[src/rtl/mem_arb_pkg.sv]
// mem_arb_pkg: shared encodings for the memory access arbiter.
// FSM states, address regions, region tags and requester port IDs.
package mem_arb_pkg;

  typedef enum logic [1:0] {
    S_IDLE,
    S_ACCESS,
    S_DONE,
    S_TURN
  } state_e;

  typedef enum logic [1:0] {
    RGN_ROM,
    RGN_RAM,
    RGN_UNMAPPED
  } region_e;

  localparam logic [2:0] TAG_ROM = 3'b000;
  localparam logic [2:0] TAG_RAM = 3'b001;

  typedef enum logic {
    PORT_IF,
    PORT_LS
  } port_e;

endpackage

[src/rtl/mem_region_decode.sv]
// mem_region_decode: maps addr[15:13] to a region, its wait count and
// an error flag (unmapped, or store to ROM). Ports: addr_i, we_i -> region_o, err_o, wait_o.
module mem_region_decode
  import mem_arb_pkg::*;
#(
  parameter int unsigned ROM_WAIT = 1,
  parameter int unsigned RAM_WAIT = 0
) (
  input  logic [15:0] addr_i,
  input  logic        we_i,
  output region_e     region_o,
  output logic        err_o,
  output logic [3:0]  wait_o
);

  logic unused_lo;
  assign unused_lo = ^addr_i[12:0];

  always_comb begin
    region_o = RGN_UNMAPPED;
    err_o    = 1'b1;
    wait_o   = '0;
    unique case (1'b1)
      (addr_i[15:13] == TAG_ROM): begin
        region_o = RGN_ROM;
        err_o    = we_i;
        wait_o   = 4'(ROM_WAIT);
      end
      (addr_i[15:13] == TAG_RAM): begin
        region_o = RGN_RAM;
        err_o    = 1'b0;
        wait_o   = 4'(RAM_WAIT);
      end
      default: ;
    endcase
  end

endmodule

[src/rtl/mem_access_arbiter.sv]
// mem_access_arbiter: shares one memory port between fetch and load/store.
// Ports: if_* / ls_* requester handshakes, mem_* strobes/addr/data, busy.
module mem_access_arbiter
  import mem_arb_pkg::*;
#(
  parameter int unsigned ROM_WAIT   = 1,
  parameter int unsigned RAM_WAIT   = 0,
  parameter int unsigned MAX_STREAK = 4
) (
  input  logic        clk,
  input  logic        rst_n,
  input  logic        if_req,
  input  logic [15:0] if_addr,
  output logic        if_ack,
  output logic [7:0]  if_rdata,
  output logic        if_err,
  input  logic        ls_req,
  input  logic        ls_we,
  input  logic [15:0] ls_addr,
  input  logic [7:0]  ls_wdata,
  output logic        ls_ack,
  output logic [7:0]  ls_rdata,
  output logic        ls_err,
  output logic        mem_read,
  output logic        mem_write,
  output logic [15:0] mem_addr,
  output logic [7:0]  mem_wdata,
  input  logic [7:0]  mem_rdata,
  output logic        busy
);

  localparam logic [3:0] MAX_S = 4'(MAX_STREAK);

  state_e      state_q, state_d;
  port_e       port_q, port_d;
  logic        we_q, we_d;
  logic [3:0]  cnt_q, cnt_d;
  logic [3:0]  streak_q, streak_d;
  logic [15:0] addr_q, addr_d;
  logic [7:0]  wdata_q, wdata_d;
  logic        rd_q, rd_d;
  logic        wr_q, wr_d;
  logic        busy_q, busy_d;
  logic        if_ack_q, if_ack_d;
  logic        ls_ack_q, ls_ack_d;
  logic        if_err_q, if_err_d;
  logic        ls_err_q, ls_err_d;
  logic [7:0]  if_rdata_q, if_rdata_d;
  logic [7:0]  ls_rdata_q, ls_rdata_d;

  logic        pick_if;
  logic [15:0] sel_addr;
  logic        sel_we;
  region_e     dec_rgn;
  logic        dec_err;
  logic [3:0]  dec_wait;
  logic        unused_rgn;
  logic        fin;
  logic        fin_err;
  logic [7:0]  fin_data;

  // Fetch wins only when load/store is idle or has hit its streak limit.
  assign pick_if  = if_req && (!ls_req || streak_q == MAX_S);
  assign sel_addr = pick_if ? if_addr : ls_addr;
  assign sel_we   = !pick_if && ls_we;
  assign unused_rgn = ^{dec_rgn};

  mem_region_decode #(
    .ROM_WAIT (ROM_WAIT),
    .RAM_WAIT (RAM_WAIT)
  ) u_dec (
    .addr_i   (sel_addr),
    .we_i     (sel_we),
    .region_o (dec_rgn),
    .err_o    (dec_err),
    .wait_o   (dec_wait)
  );

  always_comb begin
    state_d    = state_q;
    port_d     = port_q;
    we_d       = we_q;
    cnt_d      = cnt_q;
    streak_d   = streak_q;
    addr_d     = addr_q;
    wdata_d    = wdata_q;
    rd_d       = 1'b0;
    wr_d       = 1'b0;
    if_ack_d   = 1'b0;
    ls_ack_d   = 1'b0;
    if_err_d   = if_err_q;
    ls_err_d   = ls_err_q;
    if_rdata_d = if_rdata_q;
    ls_rdata_d = ls_rdata_q;
    fin        = 1'b0;
    fin_err    = 1'b0;
    fin_data   = '0;
    unique case (state_q)
      S_IDLE: begin
        if (!if_req) streak_d = '0;
        if (if_req || ls_req) begin
          port_d = pick_if ? PORT_IF : PORT_LS;
          we_d   = sel_we;
          if (pick_if)
            streak_d = '0;
          else if (if_req && streak_q != MAX_S)
            streak_d = streak_q + 4'd1;
          if (dec_err) begin
            state_d = S_DONE;
            fin     = 1'b1;
            fin_err = 1'b1;
          end else begin
            state_d = S_ACCESS;
            cnt_d   = dec_wait;
            addr_d  = sel_addr;
            rd_d    = !sel_we;
            wr_d    = sel_we;
            if (sel_we) wdata_d = ls_wdata;
          end
        end
      end
      S_ACCESS: begin
        rd_d = rd_q;
        wr_d = wr_q;
        if (cnt_q == '0) begin
          rd_d     = 1'b0;
          wr_d     = 1'b0;
          state_d  = S_DONE;
          fin      = 1'b1;
          fin_data = we_q ? 8'h00 : mem_rdata;
        end else begin
          cnt_d = cnt_q - 4'd1;
        end
      end
      S_DONE:  state_d = we_q ? S_TURN : S_IDLE;
      S_TURN:  state_d = S_IDLE;
      default: state_d = S_IDLE;
    endcase
    // Completion results are registered so ack arrives with rdata/err.
    if (fin) begin
      if (port_d == PORT_IF) begin
        if_ack_d   = 1'b1;
        if_err_d   = fin_err;
        if_rdata_d = fin_data;
      end else begin
        ls_ack_d   = 1'b1;
        ls_err_d   = fin_err;
        ls_rdata_d = fin_data;
      end
    end
    busy_d = (state_d != S_IDLE);
  end

  always_ff @(posedge clk or negedge rst_n) begin
    if (!rst_n) begin
      state_q    <= S_IDLE;
      port_q     <= PORT_IF;
      we_q       <= 1'b0;
      cnt_q      <= '0;
      streak_q   <= '0;
      addr_q     <= '0;
      wdata_q    <= '0;
      rd_q       <= 1'b0;
      wr_q       <= 1'b0;
      busy_q     <= 1'b0;
      if_ack_q   <= 1'b0;
      ls_ack_q   <= 1'b0;
      if_err_q   <= 1'b0;
      ls_err_q   <= 1'b0;
      if_rdata_q <= '0;
      ls_rdata_q <= '0;
    end else begin
      state_q    <= state_d;
      port_q     <= port_d;
      we_q       <= we_d;
      cnt_q      <= cnt_d;
      streak_q   <= streak_d;
      addr_q     <= addr_d;
      wdata_q    <= wdata_d;
      rd_q       <= rd_d;
      wr_q       <= wr_d;
      busy_q     <= busy_d;
      if_ack_q   <= if_ack_d;
      ls_ack_q   <= ls_ack_d;
      if_err_q   <= if_err_d;
      ls_err_q   <= ls_err_d;
      if_rdata_q <= if_rdata_d;
      ls_rdata_q <= ls_rdata_d;
    end
  end

  assign if_ack    = if_ack_q;
  assign if_err    = if_err_q;
  assign if_rdata  = if_rdata_q;
  assign ls_ack    = ls_ack_q;
  assign ls_err    = ls_err_q;
  assign ls_rdata  = ls_rdata_q;
  assign mem_read  = rd_q;
  assign mem_write = wr_q;
  assign mem_addr  = addr_q;
  assign mem_wdata = wdata_q;
  assign busy      = busy_q;

endmodule
[config.mk]
export PLATFORM = sky130hd
export DESIGN_NAME = mem_access_arbiter
export DESIGN_NICKNAME = d
export VERILOG_FILES = /design/src/rtl/mem_arb_pkg.sv /design/src/rtl/mem_region_decode.sv /design/src/rtl/mem_access_arbiter.sv
export SDC_FILE = /design/constraint.sdc
export NUM_CORES = 1
export LEC_CHECK = 0
export CORE_MARGIN = 2
export CORE_UTILIZATION = 40
export DETAILED_ROUTE_END_ITERATION = 10
export HOLD_SLACK_MARGIN = 0.06
export PLACE_DENSITY = 0.75
export SKIP_CTS_REPAIR_TIMING = 1
export SKIP_LAST_GASP = 1
export SYNTH_ARGS = -nofsm -noshare
export SYNTH_HDL_FRONTEND = slang
export SYNTH_SLANG_ARGS = --single-unit
[constraint.sdc]
create_clock -name clk -period 2.01 [get_ports clk]
set_clock_uncertainty 0.15 [all_clocks]
set_input_delay 0.402 -clock clk [delete_from_list [all_inputs] [get_ports clk]]
set_output_delay 0.402 -clock clk [all_outputs]
set_load 0.05 [all_outputs]
==> results.yml <==
yosys:
  syn-cell-area_mm2: 0.002636
  dominantRegCellSynth: "dfrtp_1"
  yosysTopAreaCellShare_pct: 56.00
  syn_nets: 284
  leading_area_contributor_after_synthesis: "dfrtp_1"
  synth.distinct_cells: 39
  syn-instance-count: 227
  synth-warning-count: 0
  synth.ff_latch_count: 59
  ys_seq_area_share_pct: 56.00
  synth_top_cells_by_area: "dfrtp_1, a32o_1, mux2i_1"
  post-synth-top-count-cell: "dfrtp_1"
  async_reset_ff_share_pct: 100.0
  syn_area_per_cell_um2: 11.61
  number_of_synthesized_flops_with_an_enable_pin: 0
  synth_common_cells: "dfrtp_1, nor2_1, a21oi_1, a32o_1, nand2_1"
timing:
  report.final.setup_viol: 0
  finalCritPeriodShare_pct: 97.46
  max_slew_margin_pct: 56.23
  maxClockFrequency_mhz: 510.5
  final-max-slew-violation-count: 0
  layout_min_cycle_time_ns: 1.959
  timing_worst_slew_pin_value_ns: 0.6558
  setup_ws_ns: 0.05112
  report.final.hold_viol_count: 0
final_layout:
  finish.net_count: 416
  finalNonFillerCells: 441
  multi_input_comb_area_mm2: 0.001137
  final_design_area_no_fill_mm2: 0.004079
  post-route-util_pct: 64.24
  drive_above_1_share_pct: 32.69
  synthToLayoutAreaGrowth_pct: 54.72
  fillerInstances: 520
  num_antenna_cells: 0
  layout.area.seq_mm2: 0.001476
clock_network:
  tritoncts: "built"
  clock-root-buffer: "clkbuf_8"
  worst_skew_pair.late_latency_ns: 0.33
  worst_setup_hold_path_clk_slew_ns: 0.07
  clkSinkCount: 59
  cts_buffers: 9
  htreeDepth: 3
  max-clock-path-buffers: 2
global_routing:
  largest_net_degree_at_the_start_of_global_routing: 30
  met2_usage_pct: 29.55
  grt_pass1_wl_um: 10590
  grt_use_met1_pct: 23.45
  number_of_antenna_violations_at_the_first_check_in_global_routing: 0
  most_congested_layer_reported_by_global_routing: "met2"
  globalRouteTotalUtil_pct: 18.50
  grt_pass1_vias: 2233
  met3_usage_pct: 7.101
  grt_overflow: 0
power:
  vdd.ir_drop.worst_uv: 893.5
  seqPwrFrac_pct: 30.3
  net-switching-power_mw: 2.832
  clkPwrFrac_pct: 17.3
  p_int_mw: 3.402
  power.share.combinational_pct: 52.4
  power_switching_share_pct: 45.43
  static-leakage-power_nw: 1.964
  power_density_mw_per_mm2: 1528
place:
  detailedPlace.worstSlack_ns: -0.3442
  detailed_place.area_mm2: 0.003794
  post-place-cells: 421
  post-dp-hpwl_um: 4743
  io_buffer_count: 99
  gpl.final_weighted_congestion: 0.8356
routing:
  drt_iter0_markers: 105
  post_drt_wl_per_cell_um: 15.02
  finalWirelength_um: 6622
  drc_errors: 0
  first_pass_iters: 4
  routed-via-count: 2260
  ant_nets: 0
  vias_per_cell: 5.125
floorplan:
  core_area_mm2: 0.006350
  fp.dieArea_mm2: 0.007256
  dieHeight_um: 85.19
  chipWidth_um: 85.19
  start_util_pct: 41.52
  placementRows: 29
  io_pins: 100
run:
  timing.max_cap.violations: 0
setup_path:
  arrival_ns: 2.07
  end_kind: "flip-flop"
  criticalPathCategory: "flip-flop to flip-flop"
  crit_required_ns: 2.13
  worst-path-max-fanout: 5
  worstSetupStartpointType: "flip-flop"
  reg2reg_depth: 7
min_path:
  worstHoldPathType: "flip-flop to flip-flop"
  worst_hold_path_cell_count: 2
run_status:
  status: "complete, no violations"
==> kinds of logic after synthesis <==
| kind of cell | Yosys count | share of synthesized area [%] |
|---|---|---|
| multiplexers | 23 | 10.30 |
| adder cells (fa/ha/maj) | 4 | 1.899 |
| AND/OR/NAND/NOR | 64 | 12.62 |
| AO/OA/AOI/OAI | 59 | 15.99 |
| buffers and inverters | 18 | 3.180 |
| flip-flops | 59 | 56.00 |
==> power by group through the flow <==
stage,logic [mW],clock network (mW),registers [mW]
after floorplan,0.908,0,3.04
after global placement,3.16,0,1.88
after detailed placement,3.20,0,1.90
after CTS,3.21,1.12,1.88
after global routing,3.46,1.18,1.93
final,3.27,1.08,1.89
==> cells in the final DEF, fill, tap and decap left out, types with 2 or more instances in the layout <==
cell	count
buf_4	71
dfrtp_1	59
clkdlybuf4s50_1	50
nor2_1	19
a21oi_1	17
a32o_1	16
nand2_1	15
mux2i_1	14
clkbuf_8	10
mux2_4	8
o21ai_0	7
nand3_1	6
inv_2	5
inv_1	4
nand2b_1	4
o21ai_1	4
nor2b_1	4
nand2_2	3
ha_1	3
buf_12	3
nand4_1	2
nand3b_1	2
or3_1	2
nand2_4	2
o2111ai_1	2
o22ai_1	2
o21a_1	2
o31ai_1	2
clkinv_2	2
clkinvlp_4	2
dlymetal6s2s_1	2
==> critical path: stages, from the launching register on <==
cell      delay, ns
dfrtp_1        0.39
inv_2          0.08
ha_4           0.15
nand4b_4       0.12
a211o_4        0.38
a32o_2         0.33
nand2_2        0.15
a32o_1         0.15
==> state kept, by name (all words and copies together), names as in the netlist <==
name       count
streak_q       4
state_q        2
if_err         1
if_ack         1
if_rdata       8
mem_read       1
port_q         1
mem_addr      16
mem_write      1
ls_ack         1
ls_rdata       8
cnt_q          4
busy           1
we_q           1
mem_wdata      8
ls_err         1
==> stage by stage <==
step / hold slack (ns) / power (mW) / setup TNS, ns
2_1_floorplan: -0.04359 / 3.947 / 0
3_3_place_gp: 0.2605 / 5.048 / -11.45
3_5_place_dp: 0.2641 / 5.101 / -14.35
4_1_cts: -0.1098 / 6.214 / -1.488
5_1_grt: 0.3550 / 6.576 / -0.01955
6_report: 0.3332 / 6.233 / 0
==> cell type report <==
cell class	instances	share of cell area, %
sequential	59	36.20
multi-input combinational	152	27.88
timing repair buffer	128	27.79
clock buffer	10	3.374
tap	77	2.362
clock inverter	6	1.564
inverter	9	0.8282
==> metal layers <==
layer,up-vias,wire [µm]
met5,-,0
met1,1100,2883
met2,60,3306
met4,0,42
li1,1093,-
met3,7,390
==> final timing paths <==
| path | start | endpoint | slack (ns) |
|---|---|---|---|
| hold reg to reg | mem_write | mem_write | 0.33 |
| setup reg to reg | streak_q[0] | if_rdata[5] | 0.05 |
| hold / removal | mem_write | mem_write | 0.33 |
| min in group asynchronous | rst_n | streak_q[1] | 0.44 |
| max in group asynchronous | rst_n | ls_rdata[5] | 0.76 |
| setup / recovery | streak_q[0] | if_rdata[5] | 0.05 |
Power figures use the tool's default switching activity.
